[config.mk]
export PLATFORM = sky130hd
export DESIGN_NAME = jk_bank_sequencer
export DESIGN_NICKNAME = d
export VERILOG_FILES = /design/src/rtl/jk_bank_sequencer.sv
export SDC_FILE = /design/constraint.sdc
export NUM_CORES = 1
export LEC_CHECK = 0
export BUFFER_PORTS_ARGS = -buffer_cell sky130_fd_sc_hd__clkbuf_2
export CORE_UTILIZATION = 25
export CTS_CLUSTER_DIAMETER = 50
export DETAILED_ROUTE_END_ITERATION = 8
export PLACE_DENSITY = 0.52
export RECOVER_POWER = 25
export SYNTH_ARGS = -nofsm -noshare
export SYNTH_HDL_FRONTEND = slang
export SYNTH_SLANG_ARGS = --single-unit
[constraint.sdc]
create_clock -name clk -period 2.9 [get_ports clk]
set_input_delay 0.435 -clock clk [delete_from_list [all_inputs] [get_ports clk]]
set_output_delay 0.435 -clock clk [all_outputs]
set_load 0.02 [all_outputs]
[src/rtl/jk_bank_sequencer.sv]
`default_nettype none
// ============================================================================
// Module   : jk_bank_sequencer
// Function : Command-driven J/K driver for a bank of W JK flip-flops with a
//            shadow model and post-sequence check of the bank's Q outputs.
// Revision : 1.0
// ============================================================================
module jk_bank_sequencer #(
  parameter int W  = 4,
  parameter int CW = 4
) (
  input  logic          clk,
  input  logic          reset,
  input  logic          cmd_valid,
  output logic          cmd_ready,
  input  logic [2:0]    cmd_op,
  input  logic [W-1:0]  cmd_mask,
  input  logic [W-1:0]  cmd_data,
  input  logic [CW-1:0] cmd_count,
  output logic [W-1:0]  j_out,
  output logic [W-1:0]  k_out,
  input  logic [W-1:0]  q_in,
  output logic          busy,
  output logic          done,
  output logic          err,
  output logic [W-1:0]  err_bits
);

  localparam logic [2:0]    c_OP_NOP    = 3'd0;
  localparam logic [2:0]    c_OP_SET    = 3'd1;
  localparam logic [2:0]    c_OP_CLEAR  = 3'd2;
  localparam logic [2:0]    c_OP_TOGGLE = 3'd3;
  localparam logic [2:0]    c_OP_LOAD   = 3'd4;
  localparam logic [2:0]    c_OP_COUNT  = 3'd5;
  localparam logic [W-1:0]  c_W_ONE     = {{(W-1){1'b0}}, 1'b1};
  localparam logic [CW-1:0] c_CNT_ONE   = {{(CW-1){1'b0}}, 1'b1};

  typedef enum logic [1:0] {
    S_IDLE  = 2'd0,
    S_APPLY = 2'd1,
    S_CHECK = 2'd2,
    S_DONE  = 2'd3
  } state_t;

  state_t        r_state;
  state_t        w_state_nxt;
  logic [2:0]    r_op;
  logic [W-1:0]  r_mask;
  logic [W-1:0]  r_data;
  logic [W-1:0]  r_shadow;
  logic [CW-1:0] r_cnt;
  logic          r_err;
  logic [W-1:0]  r_err_bits;
  logic [W-1:0]  w_shadow_nxt;
  logic [W-1:0]  w_toggle;
  logic [W-1:0]  w_eff_mask;
  logic [W-1:0]  w_diff;
  logic          w_accept;
  logic          w_op_reserved;

  // Bits that flip on a binary increment of the shadow.
  assign w_toggle      = r_shadow ^ (r_shadow + c_W_ONE);
  assign w_eff_mask    = (r_op == c_OP_COUNT) ? {W{1'b1}} : r_mask;
  assign w_diff        = (q_in ^ r_shadow) & w_eff_mask;
  assign w_op_reserved = (cmd_op > c_OP_COUNT);

  // Gating with reset keeps ready low while the controller is held in reset.
  assign cmd_ready = (r_state == S_IDLE) && reset;
  assign w_accept  = cmd_ready && cmd_valid;
  assign busy      = (r_state != S_IDLE);
  assign done      = (r_state == S_DONE);
  assign err       = r_err;
  assign err_bits  = r_err_bits;

  always_comb begin
    w_state_nxt  = r_state;
    w_shadow_nxt = r_shadow;
    j_out        = '0;
    k_out        = '0;
    case (r_state)
      S_IDLE: begin
        if (w_accept) begin
          if ((cmd_op == c_OP_NOP) || w_op_reserved) w_state_nxt = S_DONE;
          else                                        w_state_nxt = S_APPLY;
        end
      end
      S_APPLY: begin
        case (r_op)
          c_OP_SET: begin
            j_out        = r_mask;
            w_shadow_nxt = r_shadow | r_mask;
          end
          c_OP_CLEAR: begin
            k_out        = r_mask;
            w_shadow_nxt = r_shadow & ~r_mask;
          end
          c_OP_TOGGLE: begin
            j_out        = r_mask;
            k_out        = r_mask;
            w_shadow_nxt = r_shadow ^ r_mask;
          end
          c_OP_LOAD: begin
            j_out        = r_mask & r_data;
            k_out        = r_mask & ~r_data;
            w_shadow_nxt = (r_shadow & ~r_mask) | (r_data & r_mask);
          end
          c_OP_COUNT: begin
            j_out        = w_toggle;
            k_out        = w_toggle;
            w_shadow_nxt = r_shadow + c_W_ONE;
          end
          default: ;
        endcase
        if (r_cnt == '0) w_state_nxt = S_CHECK;
      end
      S_CHECK: w_state_nxt = S_DONE;
      S_DONE:  w_state_nxt = S_IDLE;
      default: w_state_nxt = S_IDLE;
    endcase
  end

  always_ff @(posedge clk or negedge reset) begin
    if (!reset) begin
      r_state    <= S_IDLE;
      r_op       <= '0;
      r_mask     <= '0;
      r_data     <= '0;
      r_shadow   <= '0;
      r_cnt      <= '0;
      r_err      <= 1'b0;
      r_err_bits <= '0;
    end else begin
      r_state <= w_state_nxt;
      if (w_accept) begin
        r_op       <= cmd_op;
        r_mask     <= cmd_mask;
        r_data     <= cmd_data;
        r_cnt      <= cmd_count;
        r_shadow   <= q_in;
        r_err      <= w_op_reserved;
        r_err_bits <= '0;
      end else if (r_state == S_APPLY) begin
        r_shadow <= w_shadow_nxt;
        r_cnt    <= r_cnt - c_CNT_ONE;
      end else if (r_state == S_CHECK) begin
        r_err_bits <= w_diff;
        r_err      <= |w_diff;
      end
    end
  end

endmodule
`default_nettype wire

==> results.md <==
* Status: finished, final reports clean
* Area fraction in and, or, nand and nor cells after synthesis at 20.5%
* Setup CP Type: reg -> out
* Worst-Margin Slew at 1140 ps
* TritonCTS Buffers at 3
* F_max at 402 MHz
* Most common cell in the netlist: nand2_1
* Switching pwr at 0.00120 W
* Die Wd at 89.3 um
* Cells after synthesis at 228
* Leading area contributor after synthesis: dfrtp_1
* Number of global-route vias before repair at 1547
* Share of cells above drive strength 1 at 18.5%
* Htree depth at 1
* Setup tns final at 0 ps
* Post-synth top area share at 34.2%
* Startpoint Class: flop
* VDD IR max at 388 uV
* Die area at 0.00797 mm^2
* Post-CTS Resized at 0
* Largest net degree at the start of global routing at 21
* Combinational Power Share at 56.4%
* Setup Skew at 2.05 ps
* YS warnings at 0
* Seq/Total Area, Yosys at 34.2%
* Top cells by area, synth: dfrtp_1 (34%), ha_1 (11%), nand2_1 (8.3%), xor2_1 (3.7%), inv_1 (3.4%)
* # DRC at 0
* Antenna viol nets, final at 0
* Antenna Diode Count at 0
* PwrDens at 1140 mW/mm^2
* Static Leak at 1.06 nW
* Crit. End Element: primary output
* Post-Syn Nets at 266
* RSZ-0062 raised after global routing: false
* Distinct cell type count after synthesis at 49
* CTS root buf: clkbuf_8
* Area delta synth->final at 17.6%
* Mapped cell area at 0.00190 mm^2
* Fill cells at 837
* Initial antenna violation count at 0
* All-Layer GR Usage at 13.3%
* Compound-Gate Fraction of Synth Area at 20.8%
* Critical Path RT at 2470 ps
* Relative slew slack at 24.0%
* Post-CTS Hold Buffers at 0
* WL final at 5030 um
* CTS tree: yes
* DR pass1 iterations at 4
* WL/cell at 14.0 um
* Final period utilization at 85.8%
* MaxCap Viol Count at 0
* Multiplexer area fraction after synthesis at 2.70%
* Fraction of registers with async set/reset at 100%
* Initial core utilization at 26.1%
* Core ar. at 0.00729 mm^2
* Die H at 89.3 um
* Clk pwr share at 12.3%
* Vias per cell at 4.72
* Gp weighted congestion at 0.867
* Clock slew at reported path FFs at 100 ps
* Vias post-DR at 1695
* Post-CTS Setup Bufs at 0
* Switch share at 47.3%
* Xor-xnor portion of the synthesized cell area at 4.60%
* Adder-cell area share of the yosys netlist at 10.5%
* Syn Area/Cell at 8.35 um^2
* Synth Flop Type: dfrtp_1
* Clk_lat worst skew at 280 ps
* Min Clock Period, post-route at 2490 ps
* Synth Register Bits at 26
* Post-detail-place hpwl at 3790 um
* Cell Rows at 31
* Hold Vio Cnt, Final at 0
* Nets at 299
* Main combinational cell family by area after synthesis: compound AO/OA/AOI/OAI gates
* Total power at 0.00255 W
* Clock tree buffer depth at 2
* WP data arrival at 2050 ps
* Finish-stage setup viols at 0
* PortBufs at 37
* Cell internal pwr at 0.00134 W
* Iteration-0 DRC count of the detailed router at 97
* Grt total ovfl at 0
* CP Max Fanout at 11
* Min-delay worst type: in -> async
* Number of synthesized flops with an enable pin at 0
* Clk sinks at 26
* First-pass GRT wire length at 8000 um
* List of most frequent post-synthesis cells: nand2_1 (42), dfrtp_1 (26), inv_1 (17)
* Ports at 38
* Sequential power share at 31.3%
* Pins over their slew limit at 0
## path summary, 6_finish.rpt
path	from	endpoint	slack (ps)	cells after the start
min reg2reg	err_bits[0]	err_bits[0]	490	2
max reg2reg	r_state[0]	r_state[1]	920	5
min	reset	r_state[0]	90	1
max in group asynchronous	reset	r_data[3]	1390	2
max	r_op[2]	k_out[2]	410	6
min in group clk	cmd_data[1]	r_data[1]	340	3
## kinds of logic after synthesis
| logic type | count (synthesis) |
|---|---|
| fa+ha+maj | 16 |
| simple gates | 80 |
| compound gates | 62 |
| flops | 26 |
| buf+inv | 29 |
| mux | 5 |
| xor+xnor | 10 |
## routing by layer
metal,vias to the layer above,wire [um],track usage (%)
met5,-,0,0
met4,0,54,3.90
met3,5,276,2.12
met2,48,2290,21.0
met1,791,2410,18.9
li1,851,-,-
## cell type report
cell class	count	area, um^2	area share [%]
Multi-Input combinational cell	173	1130	50.3
Sequential cell	26	651	29.1
Timing Repair Buffer	40	203	9.06
Tap cell	99	124	5.53
Inverter	17	63.8	2.85
Clock buffer	3	41.3	1.84
Clock inverter	1	30.0	1.34
## state kept, by name, indices dropped and copies added (netlist names)
signal and cells:
r_state 2, err 1, r_mask 4, r_cnt 4, r_op 3, r_shadow 4
err_bits 4, r_data 4
## cells in the final DEF, fill, tap and decap left out, drive strengths merged, types with 3 or more instances in the layout
cell type,netlist,layout
nand2b,3,3
a21oi,12,12
xor2,8,8
nand3,3,3
nor2,8,8
a221oi,3,3
a211oi,4,4
ha,16,16
nor2b,4,4
a22oi,3,3
mux2i,4,4
nor3,7,7
dfrtp,26,26
inv,17,17
o21ai,23,23
or3,3,3
nand2,42,42
clkbuf,4,41
## critical path, stage by stage (launching register included)
cell,delay (ps)
dfrtp_1,560
inv_1,130
ha_1,420
inv_1,130
nand2_1,130
a21oi_1,200
clkbuf_2,200
## power by group through the flow
stage	sequential, W	combinational, W	clock, W
detailed placement	0.000803	0.00143	0
global route	0.000833	0.00161	0.000338
CTS	0.000794	0.00144	0.000322
global placement	0.000792	0.00144	0
floorplan	0.000714	0.00116	0
finish	0.000797	0.00144	0.000314
## stage by stage
| step | hold WS, ps | std cells | worst slack, ps | utilization [%] | instance area (um^2) |
|---|---|---|---|---|---|
| 2_1_floorplan | 139 | 228 | 969 | - | 1900 |
| 3_3_place_gp | 323 | 355 | 808 | 29.8 | 2170 |
| 3_5_place_dp | 318 | 355 | 739 | 29.8 | 2170 |
| 4_1_cts | 5.99 | 359 | 420 | 30.8 | 2240 |
| 5_1_grt | 143 | 359 | 230 | 30.7 | 2240 |
| 6_report | 93.2 | 359 | 410 | 30.7 | 2240 |
Note: power is estimated with default switching activity, not from simulation.
